File: config.mk
export PLATFORM = sky130hd
export DESIGN_NAME = vend_controller_flat
export DESIGN_NICKNAME = d
export VERILOG_FILES = /design/src/rtl/vend_controller_if.sv /design/src/rtl/vend_controller.sv /design/src/flat_wrapper.sv
export SDC_FILE = /design/constraint.sdc
export NUM_CORES = 1
export LEC_CHECK = 0
export BUFFER_PORTS_ARGS = -buffer_cell sky130_fd_sc_hd__buf_4
export CORE_MARGIN = 4
export CORE_UTILIZATION = 45
export CTS_CLUSTER_SIZE = 12
export DETAILED_ROUTE_END_ITERATION = 8
export REMOVE_ABC_BUFFERS = 1
export SLEW_MARGIN = 20
export SYNTH_ARGS = -nofsm -noshare
export SYNTH_HDL_FRONTEND = slang
export SYNTH_SLANG_ARGS = --single-unit
File: constraint.sdc
create_clock -name Clock_in -period 7.75 [get_ports Clock_in]
set_clock_uncertainty 0.2 [all_clocks]
set_input_delay 1.55 -clock Clock_in [delete_from_list [all_inputs] [get_ports Clock_in]]
set_output_delay 1.55 -clock Clock_in [all_outputs]
set_load 0.02 [all_outputs]
File: src/rtl/vend_controller_if.sv
// vend_controller_if: coin/button inputs and actuator/hopper outputs of the vend controller
interface vend_controller_if;
    logic       coin_valid;
    logic [1:0] coin_value;
    logic       select;
    logic       cancel;
    logic [7:0] credit;
    logic       dispense;
    logic       change_pulse;
    logic [7:0] change_amount;
    logic       coin_reject;
    logic       busy;
    modport master (
        output coin_valid, coin_value, select, cancel,
        input  credit, dispense, change_pulse, change_amount, coin_reject, busy
    );
    modport slave (
        input  coin_valid, coin_value, select, cancel,
        output credit, dispense, change_pulse, change_amount, coin_reject, busy
    );
endinterface

File: src/rtl/vend_controller.sv
// vend_controller: coin credit, vend/refund sequencing and tick-based dispense/timeout timing
module vend_controller #(
    parameter int unsigned TICK_DIV       = 62500,
    parameter int unsigned PRICE          = 75,
    parameter int unsigned MAX_CREDIT     = 200,
    parameter int unsigned DISPENSE_TICKS = 4000,
    parameter int unsigned TIMEOUT_TICKS  = 20000
) (
    input logic              Clock_in,
    input logic              Reset,
    vend_controller_if.slave bus
);
    localparam logic [1:0] IDLE     = 2'd0;
    localparam logic [1:0] COLLECT  = 2'd1;
    localparam logic [1:0] DISPENSE = 2'd2;
    localparam logic [1:0] CHANGE   = 2'd3;
    localparam int unsigned TMAX = DISPENSE_TICKS > TIMEOUT_TICKS ? DISPENSE_TICKS : TIMEOUT_TICKS;
    localparam int PW = TICK_DIV > 1 ? $clog2(TICK_DIV) : 1;
    localparam int TW = $clog2(TMAX + 1);

    logic [1:0]    state_q, state_d;
    logic [PW-1:0] pre_q, pre_d;
    logic [TW-1:0] tcnt_q, tcnt_d;
    logic [7:0]    credit_q, credit_d, chg_q, chg_d, amount_q, amount_d;
    logic          dispense_q, dispense_d, pulse_q, pulse_d, reject_q, reject_d, busy_q, busy_d;
    logic [7:0]    coin_cents;
    logic [8:0]    sum;
    logic          fits, in_coll, act_cancel, act_select, coin_ok, tick, timeout, disp_done, restart;

    always_comb begin
        coin_cents = bus.coin_value == 2'd0 ? 8'd5 :
                     bus.coin_value == 2'd1 ? 8'd10 :
                     bus.coin_value == 2'd2 ? 8'd25 : 8'd100;
        sum        = {1'b0, credit_q} + {1'b0, coin_cents};
        fits       = sum <= 9'(MAX_CREDIT);
        in_coll    = state_q == COLLECT;
        act_cancel = in_coll && bus.cancel;
        act_select = in_coll && bus.select && !bus.cancel && credit_q >= 8'(PRICE);
        // a coin only counts when no button wins the cycle
        coin_ok    = bus.coin_valid && fits &&
                     (state_q == IDLE || (in_coll && !act_cancel && !act_select));
        tick       = pre_q == PW'(TICK_DIV - 1);
        timeout    = in_coll && tick && tcnt_q == TW'(TIMEOUT_TICKS - 1) && !coin_ok;
        disp_done  = state_q == DISPENSE && tick && tcnt_q == TW'(DISPENSE_TICKS - 1);
        state_d    = state_q == IDLE    ? (coin_ok ? COLLECT : IDLE) :
                     state_q == COLLECT ? (act_cancel || timeout ? CHANGE : act_select ? DISPENSE : COLLECT) :
                     state_q == DISPENSE ? (disp_done ? (chg_q != 8'd0 ? CHANGE : IDLE) : DISPENSE) :
                     IDLE;
        chg_d      = act_select ? credit_q - 8'(PRICE) :
                     act_cancel || timeout ? credit_q : chg_q;
        // restarting on entry and on each accepted coin keeps intervals phase-exact
        restart    = state_d != state_q || coin_ok;
        pre_d      = restart || tick ? '0 : pre_q + 1'b1;
        tcnt_d     = restart ? '0 : tcnt_q + TW'(tick);
        credit_d   = state_d == IDLE ? 8'd0 : coin_ok ? sum[7:0] : credit_q;
        dispense_d = state_d == DISPENSE;
        pulse_d    = state_d == CHANGE;
        amount_d   = state_d == CHANGE ? chg_d : 8'd0;
        busy_d     = state_d == DISPENSE || state_d == CHANGE;
        reject_d   = bus.coin_valid && !coin_ok;
    end

    always_ff @(posedge Clock_in) begin
        if (Reset) begin
            state_q    <= IDLE;
            pre_q      <= '0;
            tcnt_q     <= '0;
            credit_q   <= 8'd0;
            chg_q      <= 8'd0;
            amount_q   <= 8'd0;
            dispense_q <= 1'b0;
            pulse_q    <= 1'b0;
            reject_q   <= 1'b0;
            busy_q     <= 1'b0;
        end else begin
            state_q    <= state_d;
            pre_q      <= pre_d;
            tcnt_q     <= tcnt_d;
            credit_q   <= credit_d;
            chg_q      <= chg_d;
            amount_q   <= amount_d;
            dispense_q <= dispense_d;
            pulse_q    <= pulse_d;
            reject_q   <= reject_d;
            busy_q     <= busy_d;
        end
    end

    assign bus.credit        = credit_q;
    assign bus.dispense      = dispense_q;
    assign bus.change_pulse  = pulse_q;
    assign bus.change_amount = amount_q;
    assign bus.coin_reject   = reject_q;
    assign bus.busy          = busy_q;
endmodule

File: src/flat_wrapper.sv
// flat-port wrapper written by rule: the top's interface ports become plain ports
module vend_controller_flat 
#(
    parameter int unsigned TICK_DIV       = 62500,
    parameter int unsigned PRICE          = 75,
    parameter int unsigned MAX_CREDIT     = 200,
    parameter int unsigned DISPENSE_TICKS = 4000,
    parameter int unsigned TIMEOUT_TICKS  = 20000
)
  (Clock_in, Reset, bus_coin_valid, bus_coin_value, bus_select, bus_cancel, bus_credit, bus_dispense, bus_change_pulse, bus_change_amount, bus_coin_reject, bus_busy);
  vend_controller_if bus_i ();
  input logic Clock_in;
  input logic Reset;
  input wire logic [$bits(bus_i.coin_valid)-1:0] bus_coin_valid;
  input wire logic [$bits(bus_i.coin_value)-1:0] bus_coin_value;
  input wire logic [$bits(bus_i.select)-1:0] bus_select;
  input wire logic [$bits(bus_i.cancel)-1:0] bus_cancel;
  output wire logic [$bits(bus_i.credit)-1:0] bus_credit;
  output wire logic [$bits(bus_i.dispense)-1:0] bus_dispense;
  output wire logic [$bits(bus_i.change_pulse)-1:0] bus_change_pulse;
  output wire logic [$bits(bus_i.change_amount)-1:0] bus_change_amount;
  output wire logic [$bits(bus_i.coin_reject)-1:0] bus_coin_reject;
  output wire logic [$bits(bus_i.busy)-1:0] bus_busy;
  assign bus_i.coin_valid = bus_coin_valid;
  assign bus_i.coin_value = bus_coin_value;
  assign bus_i.select = bus_select;
  assign bus_i.cancel = bus_cancel;
  assign bus_credit = bus_i.credit;
  assign bus_dispense = bus_i.dispense;
  assign bus_change_pulse = bus_i.change_pulse;
  assign bus_change_amount = bus_i.change_amount;
  assign bus_coin_reject = bus_i.coin_reject;
  assign bus_busy = bus_i.busy;
  vend_controller #(.TICK_DIV(TICK_DIV), .PRICE(PRICE), .MAX_CREDIT(MAX_CREDIT), .DISPENSE_TICKS(DISPENSE_TICKS), .TIMEOUT_TICKS(TIMEOUT_TICKS)) u_core (.Clock_in(Clock_in), .Reset(Reset), .bus(bus_i));
endmodule
Word-level counts from Yosys, hierarchy flattened. Index checks and enable logic that the tools add are counted. Widths: inputs -> output; s select.

$add $sub $neg: 4. Order comparisons: 2. Eq/ne operators: 10. Multiplexer cells: 13. Bitwise gates (word level): 1. Reductions and logical operators: 31.

Operators by type and width (number): $mux 8 (4); $add 16x1->16 const B (1); $eq 16x16->1 const B (1); $add 15x1->15 (1); $eq 15x12->1 const B (1); $eq 15x15->1 const B (1); $logic_and 1x1->1 (14); $mux 2 (7); $add 8x8->9 (1); $le 9x8->1 const B (1); $eq 2x2->1 const B (4); $ge 8x7->1 const B (1); $reduce_bool 8->1 (1); $reduce_or 2->1 (4); $sub 8x7->8 const B (1); $mux 7 (1); $logic_not 2->1 (3); $logic_or 1x1->1 (5); $eq 2x1->1 const B (2); $logic_not 1->1 (4); $ne 2x2->1 (1); $mux 1 (1); $not 1->1 (1).

Flip-flop bits (word level): 61. Input port bits: 7. Output and inout bits: 20. Word-level logic and storage cells: 71.

Logic depth before layout (Yosys ltp).
Depth after elaboration: 18. Gate-level depth with buffers: 15. Mapped depth without buffers: 12.

Least setup slack after synthesis. No wires, ideal clock.

Path type: input port to flip-flop. Start: input bus_coin_value[1]. End: register u_core.pre_q[8]. Setup time: 0.064 ns. Arrival: 4.483 ns. Data required time: 7.486 ns. Path slack: 3.003 ns. Stages on the path: 14. Path buffers: 3. Path through: inv_1 > ha_1 > fa_1 > a211o_1 > a21o_1 > o211a_1 > xnor2_1 > o31a_1 > or4b_1 > buf_2 > or2_1 > buf_2 > buf_6 > nor2_1.

Word-level cells in the longest chain between the ends: 18. Elaborated cells between the ends (all ways): 21. Classes of those cells: add/sub (1); order compare (1); eq/ne (3); mux (7); reduce/logical (9).

Ends and longest elaborated chain: start, declared (RTL line flat_wrapper.sv:15) `input wire logic [$bits(bus_i.coin_value)-1:0] bus_coin_value;`; $eq 2x2->1 (RTL line vend_controller.sv:33) `bus.coin_value == 2'd2 ? 8'd25 : 8'd100;`; $mux 7 (RTL line vend_controller.sv:33); $mux 8 (RTL line vend_controller.sv:32) `bus.coin_value == 2'd1 ? 8'd10 :`; $mux 8 * (RTL line vend_controller.sv:31) `coin_cents = bus.coin_value == 2'd0 ? 8'd5 :`; $add 8x8->9 * (RTL line vend_controller.sv:34) `sum = {1'b0, credit_q} + {1'b0, coin_cents};`; $le 9x8->1 * (RTL line vend_controller.sv:35) `fits = sum <= 9'(MAX_CREDIT);`; $logic_and 1x1->1 * (2 in series) (RTL line vend_controller.sv:40) `coin_ok = bus.coin_valid && fits &&`; $logic_not 1->1 (RTL line vend_controller.sv:43) `timeout = in_coll && tick && tcnt_q == TW'(TIMEOUT_TICKS - 1) && !coin_ok;`; $logic_and 1x1->1 (RTL line vend_controller.sv:43); $logic_or 1x1->1 (RTL line vend_controller.sv:46) `state_q == COLLECT ? (act_cancel || timeout ? CHANGE : act_select ? DISPENSE : COLLECT) :`; $mux 2 (2 in series) (RTL line vend_controller.sv:46); $mux 2 (RTL line vend_controller.sv:45) `state_d = state_q == IDLE ? (coin_ok ? COLLECT : IDLE) :`; $ne 2x2->1 (RTL line vend_controller.sv:52) `restart = state_d != state_q || coin_ok;`; $logic_or 1x1->1 * (RTL line vend_controller.sv:52); $logic_or 1x1->1 * (RTL line vend_controller.sv:53) `pre_d = restart || tick ? '0 : pre_q + 1'b1;`; $reduce_or 2->1 (no line) *; end signal, assigned (RTL line vend_controller.sv:77) `pre_q <= pre_d;`; end, declared (RTL line vend_controller.sv:22) `logic [PW-1:0] pre_q, pre_d;`.

Every way passes the cells marked *; elsewhere a longest branch is shown, timed or not. A chain may end at the register's enable or synchronous reset.

Worst setup path after layout.
Start: input bus_coin_value[0]. End: register u_core.pre_q[10].

The elaborated chain is that of the path after synthesis.

==> results.py <==
metrics = {
    "synthesis": {
        "synth-edff-count": 0,
        "synth_top_area_share_pct": 37.9,
        "ys_warn_count": 0,
        "syn_area_per_cell_um2": 8.57,
        "ys_types": 60,
        "synth_top_family_by_area": "simple AND/OR/NAND/NOR gates",
        "ys_top_cells_by_area": "dfxtp_1 38%, nor2_1 7.0%, ha_1 5.4%",
        "synthCells": 376,
        "synth-simple-area-share_pct": 27.9,
        "synth_area_mm2": 0.00322,
        "postSynth.asyncResetShare_pct": 0,
        "synth_compound_area_share_pct": 13.8,
        "synth_top_cell_by_area": "dfxtp_1",
        "post_synth_mux_area_share_pct": 1.55,
        "ys_seq_area_share_pct": 37.9,
        "synth_ff_type": "dfxtp_1",
        "synth_adder_area_share_pct": 6.06,
        "synth_xor_area_share_pct": 9.25,
        "synth_seq_cells": 61,
    },
    "die": {
        "io_pins": 27,
        "core_mm2": 0.00687,
        "chipWidth_um": 92.6,
        "initial_core_util_pct": 46.9,
        "rows": 30,
        "dieArea_mm2": 0.00857,
        "die_height_um": 92.6,
    },
    "setup_path": {
        "critical-path-top-delay-family": "simple AND/OR/NAND/NOR gates",
        "critical_path_buf_inv_count": 1,
        "worstPathMaxFanout": 16,
        "criticalPathCategory": "in -> reg",
        "crit_path_end_kind": "register",
        "cp-start-kind": "input pin",
        "arrival_ns": 5.27,
        "crit_start": "bus_coin_value[0]",
        "crit_required_ns": 7.82,
        "cpMaxStageDelayCell": "or4b_1",
        "max_stage_delay_ns": 0.85,
        "critical_path.cell_chain": "buf_4 > ha_1 > fa_1 > a211o_1 > a21o_1 > o211a_1 > xnor2_1 > o31a_1 > or4b_1 > or2_1 > nor2_1",
        "worstReg2RegStart": "u_core.bus.credit[0]",
    },
    "pwr": {
        "power_density_mw_per_mm2": 191,
        "power_w": 0.000700,
        "peakVddDrop_mv": 0.154,
        "p_leak_nw": 1.43,
    },
    "finish": {
        "nets": 422,
        "num-fill-cells": 661,
        "antenna_cells": 0,
        "drive_above_1_share_pct": 13.1,
        "area_growth_pct": 13.7,
    },
    "routing": {
        "initialDrtViolationCount": 77,
        "drt-pass1-iter-count": 4,
        "vias_per_cell": 5.29,
        "drc": 0,
        "wl_per_cell_um": 13.6,
        "vias": 2648,
        "drt_wl_total_um": 6800,
        "drtAntennaViolNets": 0,
    },
    "clocking": {
        "worstSkewPairLatency_ns": 0.34,
        "htree_levels": 3,
        "cts_tree": "done",
        "root_buffer": "clkbuf_8",
        "clock-sinks": 61,
        "clk_pin_slew_worst_paths_ns": 0.06,
        "hold_buffers": 0,
        "cts_setup_buffers": 0,
        "cts_made_buffers": 9,
        "clk_path_buf_depth": 2,
        "cts_resized": 0,
    },
    "grt": {
        "antenna_found_initial": 0,
        "met2_usage_pct": 28.1,
        "gr-usage-met3_pct": 4.79,
        "grt_max_degree": 21,
        "first_global_vias": 2578,
        "top_usage_layer": "met2",
        "grt_pass1_wl_um": 11900,
        "track_usage_pct": 17.1,
        "grt_overflow": 0,
        "grtUsageMet1_pct": 21.3,
    },
    "place": {
        "place_congestion": 0.873,
        "dpl.hpwl_um": 4900,
        "port_buffers": 26,
        "place_ws_ns": 2.19,
    },
    "sta": {
        "drv_slew": 0,
        "rsz0062_at_grt": "false",
        "worst_slack_ns": 2.55,
        "period_share_pct": 67.1,
        "hold_violations": 0,
        "worstMarginPinSlew_ns": 0.622,
        "fmax_ghz": 0.192,
        "fin_crit_ns": 5.20,
        "setup_viol": 0,
        "finalSetupTns_ns": 0,
        "slew-limit-headroom_pct": 58.2,
    },
    "hold_path": {
        "hold_class": "reg -> reg",
        "min_from": "u_core.pre_q[0]",
    },
    "run_status": {
        "status": "finished, final reports clean",
    },
    "job": {
        "drv_cap": 0,
    },
}
[worst paths after layout]
check | to | slack, ns | depth (start not counted)
setup reg to reg | u_core.pre_q[10] | 3.50 | 10
setup / recovery | u_core.pre_q[10] | 2.55 | 11
hold reg to reg | u_core.pre_q[0] | 0.27 | 1
hold / removal | u_core.pre_q[0] | 0.27 | 1
[placed cells by master, fill, tap and decap left out, types with 7 or more instances in the layout]
cell type,instances
and3_1,7
o21ai_0,11
clkbuf_8,13
inv_1,12
a21oi_1,15
ha_1,14
nor2b_1,12
nand3_1,16
nor2_1,60
xnor2_1,15
xor2_1,19
dfxtp_1,61
nor3_1,14
buf_4,26
nand2_1,25
[flip-flops by register name, summed over array words and instances, names as in the netlist]
name / count
u_core.bus.coin_reject: 1
u_core.pre_q: 16
u_core.bus.change_pulse: 1
u_core.state_q: 2
u_core.bus.change_amount: 8
u_core.bus.credit: 8
u_core.tcnt_q: 15
u_core.chg_q: 8
u_core.bus.dispense: 1
u_core.bus.busy: 1
[per-stage QoR]
| step | util [%] | hold WS (ns) | area (um^2) | cells |
|---|---|---|---|---|
| 2_1_floorplan | - | 0.230 | 3150 | 363 |
| 3_3_place_gp | 50.5 | 0.246 | 3470 | 485 |
| 3_5_place_dp | 50.5 | 0.258 | 3470 | 485 |
| 4_1_cts | 53.3 | 0.273 | 3660 | 501 |
| 5_1_grt | 53.3 | 0.313 | 3660 | 501 |
| 6_report | 53.3 | 0.267 | 3660 | 501 |
[kinds of logic after synthesis]
family | count (synthesis)
DFF | 61
adders and majority gates | 15
muxes | 5
buffers and inverters | 25
and+or+nand+nor | 174
xor gates and xnor gates | 34
AOI/OAI and AO/OA | 62
[power breakdown]
part / internal, W / switching [W] / total [W]
sequential: 0.000323 / 0.0000109 / 0.000334
combinational: 0.0000398 / 0.0000576 / 0.0000974
clock: 0.000150 / 0.000119 / 0.000269
[per-layer routing]
layer | wire length [um] | vias to the layer above
met5 | 0 | -
met4 | 112 | 0
met2 | 3190 | 36
li1 | - | 1381
met3 | 189 | 12
met1 | 3310 | 1219
[synthesized netlist by cell type (3+ instances only)]
| cell | count |
|---|---|
| buf_2 | 5 |
| or3_1 | 4 |
| nor3_1 | 14 |
| nand4_1 | 4 |
| o21ai_0 | 11 |
| a21o_1 | 4 |
| and3_1 | 7 |
| inv_1 | 12 |
| nor3b_1 | 3 |
| o221a_2 | 4 |
| a211oi_1 | 5 |
| and3b_1 | 3 |
| xor2_1 | 19 |
| nor2b_1 | 12 |
| a21oi_1 | 15 |
| nor4_1 | 3 |
| clkbuf_1 | 6 |
| xnor2_1 | 15 |
| mux2i_1 | 5 |
| nand2_1 | 25 |
| ha_1 | 14 |
| dfxtp_1 | 61 |
| or4_1 | 4 |
| nand2b_1 | 5 |
| nand3_1 | 16 |
| nor2_1 | 60 |
[area by class of cell]
type / count / area (um^2) / area share [%]
Multi-Input combinational cell: 290 / 1880 / 51.5
Sequential cell: 61 / 1220 / 33.3
Timing Repair Buffer: 26 / 195 / 5.33
Clock buffer: 13 / 179 / 4.89
Tap cell: 96 / 120 / 3.28
Inverter: 12 / 45.0 / 1.23
Clock inverter: 3 / 17.5 / 0.478
Power figures use the tool's default switching activity.
